==> config.mk <==
export PLATFORM = sky130hd
export DESIGN_NAME = ea_calc_flat
export DESIGN_NICKNAME = d
export VERILOG_FILES = /design/src/rtl/ea_calc_if.sv /design/src/rtl/ea_calc.sv /design/src/flat_wrapper.sv
export SDC_FILE = /design/constraint.sdc
export NUM_CORES = 1
export LEC_CHECK = 0
export CORE_MARGIN = 1.5
export CORE_UTILIZATION = 38
export CTS_CLUSTER_DIAMETER = 100
export CTS_CLUSTER_SIZE = 28
export DETAILED_ROUTE_END_ITERATION = 7
export GPL_TIMING_DRIVEN = 0
export PLACE_DENSITY = 0.72
export RECOVER_POWER = 50
export SYNTH_ARGS = -nofsm -noshare
export SYNTH_HDL_FRONTEND = slang
export SYNTH_SLANG_ARGS = --single-unit
export TNS_END_PERCENT = 20
==> constraint.sdc <==
create_clock -name clk -period 3.9 [get_ports clk]
set_clock_uncertainty 0.05 [all_clocks]
set_input_delay 0.585 -clock clk [delete_from_list [all_inputs] [get_ports clk]]
set_output_delay 0.585 -clock clk [all_outputs]
set_load 0.005 [all_outputs]
==> src/rtl/ea_calc_if.sv <==
// Handshake/bus bundle between the control unit, register file and ea_calc.
// The ea_misalign signal exists only when EA_ALIGN_CHECK_EN is defined.
interface ea_calc_if #(
  parameter int W = 16
);
  logic         start;
  logic [2:0]   AdAs;
  logic         bw;
  logic [W-1:0] Sout;
  logic [W-1:0] Dout;
  logic [W-1:0] MDB_out;
  logic         mdb_valid;
  logic [W-1:0] ea_out;
  logic         ea_valid;
  logic         ea_sel;
  logic [W-1:0] incr_out;
  logic         incr_valid;
  logic         busy;
  logic         done;
`ifdef EA_ALIGN_CHECK_EN
  logic         ea_misalign;

  modport master (
    output start, AdAs, bw, Sout, Dout, MDB_out, mdb_valid,
    input  ea_out, ea_valid, ea_sel, incr_out, incr_valid, busy, done, ea_misalign
  );

  modport slave (
    input  start, AdAs, bw, Sout, Dout, MDB_out, mdb_valid,
    output ea_out, ea_valid, ea_sel, incr_out, incr_valid, busy, done, ea_misalign
  );
`else
  modport master (
    output start, AdAs, bw, Sout, Dout, MDB_out, mdb_valid,
    input  ea_out, ea_valid, ea_sel, incr_out, incr_valid, busy, done
  );

  modport slave (
    input  start, AdAs, bw, Sout, Dout, MDB_out, mdb_valid,
    output ea_out, ea_valid, ea_sel, incr_out, incr_valid, busy, done
  );
`endif
endinterface

==> src/rtl/ea_calc.sv <==
// Effective-address calculator: indexed source/destination EAs and @Rn+ increment.
// Optional EA_ALIGN_CHECK_EN adds ea_misalign for odd word-access EAs.
module ea_calc #(
  parameter int W        = 16,
  parameter int INC_BYTE = 1,
  parameter int INC_WORD = 2
) (
  input logic  clk,
  input logic  rst_n,
  ea_calc_if.slave bus
);

  typedef enum logic [2:0] {
    IDLE,
    SRC,
    DST,
    INC,
    FIN
  } state_t;

  state_t       state;
  logic [W-1:0] sout_l;
  logic [W-1:0] dout_l;
  logic [1:0]   as_l;
  logic         ad_l;
  logic         bw_l;

  logic [W-1:0] src_sum;
  logic [W-1:0] dst_sum;
  logic [W-1:0] inc_sum;

  always_comb begin
    src_sum = sout_l + bus.MDB_out;
    dst_sum = dout_l + bus.MDB_out;
    inc_sum = sout_l + (bw_l ? W'(INC_BYTE) : W'(INC_WORD));
  end

  always_ff @(posedge clk) begin
    if (!rst_n) begin
      state          <= IDLE;
      sout_l         <= '0;
      dout_l         <= '0;
      as_l           <= '0;
      ad_l           <= 1'b0;
      bw_l           <= 1'b0;
      bus.ea_out     <= '0;
      bus.ea_sel     <= 1'b0;
      bus.ea_valid   <= 1'b0;
      bus.incr_out   <= '0;
      bus.incr_valid <= 1'b0;
      bus.busy       <= 1'b0;
      bus.done       <= 1'b0;
`ifdef EA_ALIGN_CHECK_EN
      bus.ea_misalign <= 1'b0;
`endif
    end else begin
      bus.ea_valid   <= 1'b0;
      bus.incr_valid <= 1'b0;
      bus.done       <= 1'b0;
`ifdef EA_ALIGN_CHECK_EN
      bus.ea_misalign <= 1'b0;
`endif
      // Dropping start outside IDLE aborts; it takes priority over any capture this edge.
      if (state != IDLE && !bus.start) begin
        state    <= IDLE;
        bus.busy <= 1'b0;
      end else begin
        case (state)
          IDLE: begin
            if (bus.start) begin
              sout_l   <= bus.Sout;
              dout_l   <= bus.Dout;
              as_l     <= bus.AdAs[1:0];
              ad_l     <= bus.AdAs[2];
              bw_l     <= bus.bw;
              bus.busy <= 1'b1;
              if (bus.AdAs[1:0] == 2'b01)      state <= SRC;
              else if (bus.AdAs[1:0] == 2'b11) state <= INC;
              else if (bus.AdAs[2])            state <= DST;
              else                             state <= FIN;
            end
          end
          SRC: begin
            if (bus.mdb_valid) begin
              bus.ea_out   <= src_sum;
              bus.ea_sel   <= 1'b0;
              bus.ea_valid <= 1'b1;
`ifdef EA_ALIGN_CHECK_EN
              bus.ea_misalign <= ~bw_l & src_sum[0];
`endif
              state <= ad_l ? DST : FIN;
            end
          end
          INC: begin
            bus.incr_out   <= inc_sum;
            bus.incr_valid <= 1'b1;
            state          <= ad_l ? DST : FIN;
          end
          DST: begin
            if (bus.mdb_valid) begin
              bus.ea_out   <= dst_sum;
              bus.ea_sel   <= 1'b1;
              bus.ea_valid <= 1'b1;
`ifdef EA_ALIGN_CHECK_EN
              bus.ea_misalign <= ~bw_l & dst_sum[0];
`endif
              state <= FIN;
            end
          end
          FIN: begin
            bus.done <= 1'b1;
            bus.busy <= 1'b0;
            state    <= IDLE;
          end
          default: begin
            bus.busy <= 1'b0;
            state    <= IDLE;
          end
        endcase
      end
    end
  end

endmodule

==> src/flat_wrapper.sv <==
// flat-port wrapper written by rule: the top's interface ports become plain ports
module ea_calc_flat 
#(
  parameter int W        = 16,
  parameter int INC_BYTE = 1,
  parameter int INC_WORD = 2
)
  (clk, rst_n, bus_start, bus_AdAs, bus_bw, bus_Sout, bus_Dout, bus_MDB_out, bus_mdb_valid, bus_ea_out, bus_ea_valid, bus_ea_sel, bus_incr_out, bus_incr_valid, bus_busy, bus_done);
  ea_calc_if #(.W(W)) bus_i ();
  input logic clk;
  input logic rst_n;
  input wire logic [$bits(bus_i.start)-1:0] bus_start;
  input wire logic [$bits(bus_i.AdAs)-1:0] bus_AdAs;
  input wire logic [$bits(bus_i.bw)-1:0] bus_bw;
  input wire logic [$bits(bus_i.Sout)-1:0] bus_Sout;
  input wire logic [$bits(bus_i.Dout)-1:0] bus_Dout;
  input wire logic [$bits(bus_i.MDB_out)-1:0] bus_MDB_out;
  input wire logic [$bits(bus_i.mdb_valid)-1:0] bus_mdb_valid;
  output wire logic [$bits(bus_i.ea_out)-1:0] bus_ea_out;
  output wire logic [$bits(bus_i.ea_valid)-1:0] bus_ea_valid;
  output wire logic [$bits(bus_i.ea_sel)-1:0] bus_ea_sel;
  output wire logic [$bits(bus_i.incr_out)-1:0] bus_incr_out;
  output wire logic [$bits(bus_i.incr_valid)-1:0] bus_incr_valid;
  output wire logic [$bits(bus_i.busy)-1:0] bus_busy;
  output wire logic [$bits(bus_i.done)-1:0] bus_done;
  assign bus_i.start = bus_start;
  assign bus_i.AdAs = bus_AdAs;
  assign bus_i.bw = bus_bw;
  assign bus_i.Sout = bus_Sout;
  assign bus_i.Dout = bus_Dout;
  assign bus_i.MDB_out = bus_MDB_out;
  assign bus_i.mdb_valid = bus_mdb_valid;
  assign bus_ea_out = bus_i.ea_out;
  assign bus_ea_valid = bus_i.ea_valid;
  assign bus_ea_sel = bus_i.ea_sel;
  assign bus_incr_out = bus_i.incr_out;
  assign bus_incr_valid = bus_i.incr_valid;
  assign bus_busy = bus_i.busy;
  assign bus_done = bus_i.done;
  ea_calc #(.W(W), .INC_BYTE(INC_BYTE), .INC_WORD(INC_WORD)) u_core (.clk(clk), .rst_n(rst_n), .bus(bus_i));
endmodule
==> results_dict.tcl <==
set metrics [dict create \
    grt_pass1_wl_mm 18.2 \
    critPathCaptureType "flop" \
    whs_endpoint "u_core.bus.ea_out[6]" \
    synth_cell_types 64 \
    worstSkewPairLatency_ns 0.36 \
    dp_hpwl_mm 8.77 \
    met3_usage_pct 4.14 \
    clk_path_buf_depth 2 \
    ys_seq_area_share_pct 37.3 \
    cts_setup_buffers 0 \
    path_class "reg2reg" \
    hold_violations 0 \
    track_usage_pct 21.0 \
    route.vias.total 3857 \
    rsz0062_at_grt "no" \
    p_per_area_mw_per_mm2 353 \
    num_io_pins 93 \
    arrival_ns 3.91 \
    h-tree-depth 3 \
    viasPerCell 5.33 \
    worstHoldPathCells 2 \
    ys_seq_elements 74 \
    ctsRootBufferMaster "clkbuf_8" \
    start_kind "flop" \
    regToRegSetupSlack_ns 0.19 \
    synth_top_area_cell "dfxtp_1" \
    antenna_found_initial 0 \
    ys_warn_count 0 \
    p_sw_share_pct 32.1 \
    initial_core_util_pct 38.9 \
    tightest_slew_ns 0.600 \
    synth_area_leaders "dfxtp_1 37%, nand2_1 9.6%, a21oi_1 7.4%" \
    tns_ns 0 \
    cts.sinks 74 \
    gr-usage-met1_pct 27.6 \
    ys_async_sr_fraction_pct 0 \
    syn_area_sq_mm 0.00398 \
    wl_per_cell_microns 15.8 \
    crit_fanout 10 \
    ant_nets 0 \
    status "finished, final reports clean" \
    hp-class "reg2reg" \
    met2_usage_pct 34.2 \
    maxSlewViolCount 0 \
    synth.avg_cell_area_sq_um 8.27 \
    drc 0 \
    numCtsBuffers 9 \
    multiInputGateArea_sq_mm 0.00232 \
    cp.required_ns 4.10 \
    firstDrtPassIters 5 \
    period_minus_slack_ns 3.71 \
    tritoncts "yes" \
    holdWs_ns 0.407 \
    seqPwrFrac_pct 45.2 \
    n_fill_cell 984 \
    timing.rr.start "u_core.state[1]" \
    yosysTopAreaCellShare_pct 37.3 \
    coreArea_sq_mm 0.0102 \
    grt_max_degree 14 \
    timing.final.ws_setup_ns 0.185 \
    area_growth_pct 31.5 \
    leakage_nw 2.04 \
    synth_ff_type "dfxtp_1" \
    drive_gt1_share_pct 9.86 \
    fin_nets 659 \
    gp_congestion 0.873 \
    postCtsHoldBufs 0 \
    ff2ff_path_depth 11 \
    syn-instance-count 481 \
    relSlewSlack_pct 60.0 \
    wirelength_mm 11.4 \
    clkPwrFrac_pct 30.5 \
    p_sw_uw 593 \
    syn_nets 557 \
    drv_cap 0 \
    grt_pass1_vias 3658 \
    cts_resized 0 \
    drt_iter0_markers 146 \
    fin_crit_sh_pct 95.3 \
    diodes 0 \
    die_w_microns 105 \
    die-height_microns 105 \
    placementRows 37 \
    ir_drop_v 0.000182 \
    setup_violations 0 \
    r2r_end "u_core.bus.ea_out[12]" \
    max_freq_ghz 0.269 \
    intPower_mw 1.25 \
    min-delay-start "u_core.bus.ea_out[6]" \
    gr-total-overflow 0 \
    area.sequential_sq_mm 0.00148 \
    pre_cts_ws_ns 0.203 \
    synth-edff-count 0 \
    cp-startpoint "u_core.state[1]" \
    portBuffers 91 \
    grt-busiest-layer "met2" \
    die_area_sq_mm 0.0111 \
    path_clk_slew_ns 0.08 \
    combPwrFrac_pct 24.3 \
]
-- area by class of cell --
class / instances / share of cell area [%]
Tap cell: 136 / 3.25
Inverter: 6 / 0.431
Timing Repair Buffer: 91 / 17.4
Multi-Input combinational cell: 373 / 44.4
Clock inverter: 6 / 0.789
Buffer: 28 / 2.75
Sequential cell: 74 / 28.3
Clock buffer: 10 / 2.63
-- power by group through the flow --
| stage | Sequential, mW | Clock [mW] | Combinational [mW] |
|---|---|---|---|
| global placement | 0.851 | 0 | 0.445 |
| CTS | 0.835 | 0.571 | 0.454 |
| floorplan | 0.842 | 0 | 0.289 |
| global route | 0.840 | 0.604 | 0.496 |
| detailed placement | 0.853 | 0 | 0.449 |
| finish | 0.835 | 0.562 | 0.449 |
-- sequential cells by signal (all words and copies together) (netlist names) --
name	cells
u_core.bus.incr_valid	1
u_core.bus.ea_out	16
u_core.sout_l	16
u_core.bus.busy	1
u_core.bus.ea_sel	1
u_core.dout_l	16
u_core.ad_l	1
u_core.bus.done	1
u_core.bus.incr_out	16
u_core.bus.ea_valid	1
u_core.state	3
u_core.bw_l	1
-- placed cells by master (no fill, tap or decap), types with 5 or more instances in the layout --
cell             count
or3_1                5
a21oi_1             59
and3_1               5
dlygate4sd3_1       38
xor2_1               9
clkdlybuf4s50_1     53
nand3_1             16
nand2_1            102
buf_2               10
o21ai_0             12
clkbuf_1            14
dfxtp_1             74
o211ai_1             6
xnor2_1             10
clkbuf_8            10
mux2_2              15
nor3_1               6
ha_1                18
a211oi_1            14
nor2_1              32
-- layer usage --
layer	up-vias	routed length [microns]
met5	-	0
met4	0	196
met3	17	651
met2	127	5360
met1	1804	5210
li1	1909	-
-- critical path: stages (launching register included) --
cell      delay (ns)
dfxtp_1         0.30
buf_2           0.20
nor3b_4         0.44
buf_2           0.33
mux2_2          0.38
ha_1            0.23
fa_1            0.43
a21o_1          0.21
a311oi_2        0.40
or2_4           0.21
o21ai_0         0.09
a311o_1         0.33
-- through the flow --
| stage | cells | util (%) | area (sq um) | total power [mW] |
|---|---|---|---|---|
| detailed placement | 708 | 49.4 | 5060 | 1.30 |
| global placement | 708 | 49.4 | 5060 | 1.30 |
| CTS | 724 | 51.2 | 5240 | 1.86 |
| global route | 724 | 51.1 | 5230 | 1.94 |
| floorplan | 481 | - | 3980 | 1.13 |
| finish | 724 | 51.1 | 5230 | 1.85 |
-- cells by family (layout without fill, tap and decap cells) --
family	count (synthesis)	in the layout	share of synthesized area [%]
XOR/XNOR	19	19	4.19
adder cells (fa/ha/maj)	20	20	6.67
flip-flops	74	74	37.3
multiplexers	19	19	5.25
buffers and inverters	34	141	4.28
AND/OR/NAND/NOR	191	191	22.2
AO/OA/AOI/OAI	124	124	20.1
-- worst max-delay path by stage --
stage / slack, ns / endpoint
floorplan: 0.61 / u_core.bus.ea_out[12]
detailed placement: 0.20 / u_core.bus.ea_out[12]
finish: 0.19 / u_core.bus.ea_out[12]
CTS: 0.17 / u_core.bus.ea_out[12]
global route: 0.03 / u_core.bus.ea_out[12]
global placement: 0.24 / u_core.bus.ea_out[12]
-- cells in the mapped netlist, drive strengths merged, types with 3 or more instances --
master	number
a211oi	18
a21o	5
a21oi	59
and3	5
buf	18
clkbuf	10
dfxtp	74
ha	18
inv	5
mux2	15
mux2i	4
nand2	102
nand3	17
nand3b	3
nand4	3
nor2	32
nor3	7
nor4	4
o211ai	6
o21ai	13
o21bai	3
or3	5
xnor2	10
xor2	9
Power figures use the tool's default switching activity.
==> RTL edit (same settings) <==
`W` is set to 16 in 3 places; all go to 14.
--- a/src/rtl/ea_calc_if.sv
+++ b/src/rtl/ea_calc_if.sv
@@ -1,7 +1,7 @@
 // Handshake/bus bundle between the control unit, register file and ea_calc.
 // The ea_misalign signal exists only when EA_ALIGN_CHECK_EN is defined.
 interface ea_calc_if #(
-  parameter int W = 16
+  parameter int W = 14
 );
   logic         start;
   logic [2:0]   AdAs;
--- a/src/rtl/ea_calc.sv
+++ b/src/rtl/ea_calc.sv
@@ -1,7 +1,7 @@
 // Effective-address calculator: indexed source/destination EAs and @Rn+ increment.
 // Optional EA_ALIGN_CHECK_EN adds ea_misalign for odd word-access EAs.
 module ea_calc #(
-  parameter int W        = 16,
+  parameter int W        = 14,
   parameter int INC_BYTE = 1,
   parameter int INC_WORD = 2
 ) (
--- a/src/flat_wrapper.sv
+++ b/src/flat_wrapper.sv
@@ -1,7 +1,7 @@
 // flat-port wrapper written by rule: the top's interface ports become plain ports
 module ea_calc_flat 
 #(
-  parameter int W        = 16,
+  parameter int W        = 14,
   parameter int INC_BYTE = 1,
   parameter int INC_WORD = 2
 )
Ports: changed (5 resized); port bits go from 93 to 83. The function was not compared with the original's and may differ.
==> RTL edit against the original RTL <==
- setup slack improved by 0.12 ns
- critical endpoint unchanged
- worst hold slack got worse by 0.00075 ns
- largest power group unchanged
- wire length fell by 22%
- cell area fell by 15%
- sequential cell count fell by 8
- synthesized area fell by 17%
- clock power rose by 2%
- power fell by 13%
- largest cell class unchanged
==> RTL edit: results (changes against the original RTL) <==
stage	metric	value	unit	change
synth	synth top area cells	dfxtp_1 40%, nand2_1 9.8%, a21oi_1 7.5%		
route	Met3 Wirelength	515	um	-21%
critical_path	worst-case register-to-register setup slack	0.31	ns	+0.12 ns
cells_and_area	share of final-layout standard cells stronger than drive strength 1	7.44	%	-2.4 points
cells_and_area	Final #Nets	559		-15%
cells_and_area	count of filler cells inserted in the layout	791		-20%
placed_design	number of instances in the placed design	586		-17%
synth	count of mapped cells out of synthesis	400		-17%
placed_design	post-placement cell area	4260	sq um	-16%
synth	portion of the post-synthesis area used by sequential elements	39.8	%	+2.6 points
global_route	maximum number of pins on one net before global-route repair	13		-1
cells_and_area	Sequential Area	1320	sq um	-11%
placed_design	detailed placement HPWL	6.69	mm	-24%
placed_design	number of buffer cells added on primary ports	81		-11%
global_route	global router's overall resource usage	20.2	%	-0.75 points
route	detailed-routing iteration count for the pre-antenna-repair pass	4		-1
synth	Syn Nets	467		-16%
worst_hold_path	hold_sp	u_core.dout_l[12]$_SDFFE_PN0P_		
cells_and_area	post-layout instance count excluding filler cells	602		-17%
critical_path	terminus of the critical flop-to-flop path	u_core.bus.ea_out[12]$_SDFFE_PN0P_		
power_and_ir_drop	net switching fraction of the power	28.8	%	-3.2 points
route	M1 WL	4.17	mm	-20%
critical_path	slowest cell on the critical path	nor3b_2		
power_and_ir_drop	combinational power	301	uW	-33%
sta	actual slew at the worst max-slew pin	0.619	ns	+0.0187 ns
worst_hold_path	Worst Hold Endpoint	u_core.dout_l[12]$_SDFFE_PN0P_		
global_route	first-pass GRT wire length	14.1	mm	-23%
route	DR iter-0 viols	134		-8.2%
power_and_ir_drop	Design Power	1.61	mW	-13%
critical_path	worst stage delay on the critical path	0.42	ns	-0.02 ns
critical_path	WP data arrival	3.79	ns	-0.12 ns
placed_design	RD Place Congestion	0.913		+4.6%
route	amount of wire on met2 after detailed routing	4.13	mm	-23%
power_and_ir_drop	IR drop worst, VDD	0.000231	V	+27%
power_and_ir_drop	Reg power frac	45.5	%	+0.3 points
route	DR WL/cell	14.8	um	-5.9%
critical_path	launch point of the worst reg-to-reg path	u_core.state[2]$_SDFFE_PP0P_		
placed_design	pre-CTS setup slack	0.170	ns	-0.0331 ns
clock_tree	Bufs on Longest Clock Path	2		unchanged
run_status	result of the run	finished, final reports clean		
synth	Cell variety after synth	47		-27%
route	number of vias in the routed layout	3188		-17%
sta	worst-case hold slack	0.407	ns	-0.000754 ns
synth	top cells by instance count after synthesis	87 x nand2_1, 66 x dfxtp_1, 50 x a21oi_1		
power_and_ir_drop	LEAKAGE	1.79	nW	-12%
## RTL edit: how the worst max path moves through the flow
stage / cells past startpoint / slack [ns] / end / from
after floorplan: 11 / 0.66 / u_core.bus.ea_out[12]$_SDFFE_PN0P_ / u_core.state[1]$_SDFFE_PP0P_
after global placement: 11 / 0.22 / u_core.bus.ea_out[12]$_SDFFE_PN0P_ / u_core.state[1]$_SDFFE_PP0P_
after detailed placement: 11 / 0.17 / u_core.bus.ea_out[12]$_SDFFE_PN0P_ / u_core.state[1]$_SDFFE_PP0P_
after CTS: 11 / 0.16 / u_core.bus.ea_out[12]$_SDFFE_PN0P_ / u_core.state[1]$_SDFFE_PP0P_
after global routing: 11 / 0.12 / u_core.bus.ea_out[12]$_SDFFE_PN0P_ / u_core.state[1]$_SDFFE_PP0P_
final: 11 / 0.31 / u_core.bus.ea_out[12]$_SDFFE_PN0P_ / u_core.state[2]$_SDFFE_PP0P_
## RTL edit: kinds of logic after synthesis
kind of cell	Yosys count	synth area share (%)
flops	66	39.8
fa+ha+maj	17	6.86
buf+inv	28	3.39
mux	17	5.62
compound gates	97	17.8
xor+xnor	21	5.54
simple gates	154	21.0
## RTL edit: area by class of cell
cell class	count	share of cell area, %
Clock inverter	7	1.55
Multi-Input combinational cell	306	42.4
Tap cell	105	2.95
Buffer	24	2.08
Inverter	4	0.338
Clock buffer	9	2.78
Sequential cell	66	29.7
Timing Repair Buffer	81	18.2
## RTL edit: layer usage
layer	GRT usage, %	vias to the layer above
li1	-	1589
met1	26.3	1472
met2	33.0	116
met3	3.83	11
met4	7.85	0
met5	0	-
## RTL edit: what timing repair did
action	in CTS	in global routing
gates resized for setup	0	2
hold buffers	0	0
buffers inserted	0	0
setup endpoints to repair	0	1
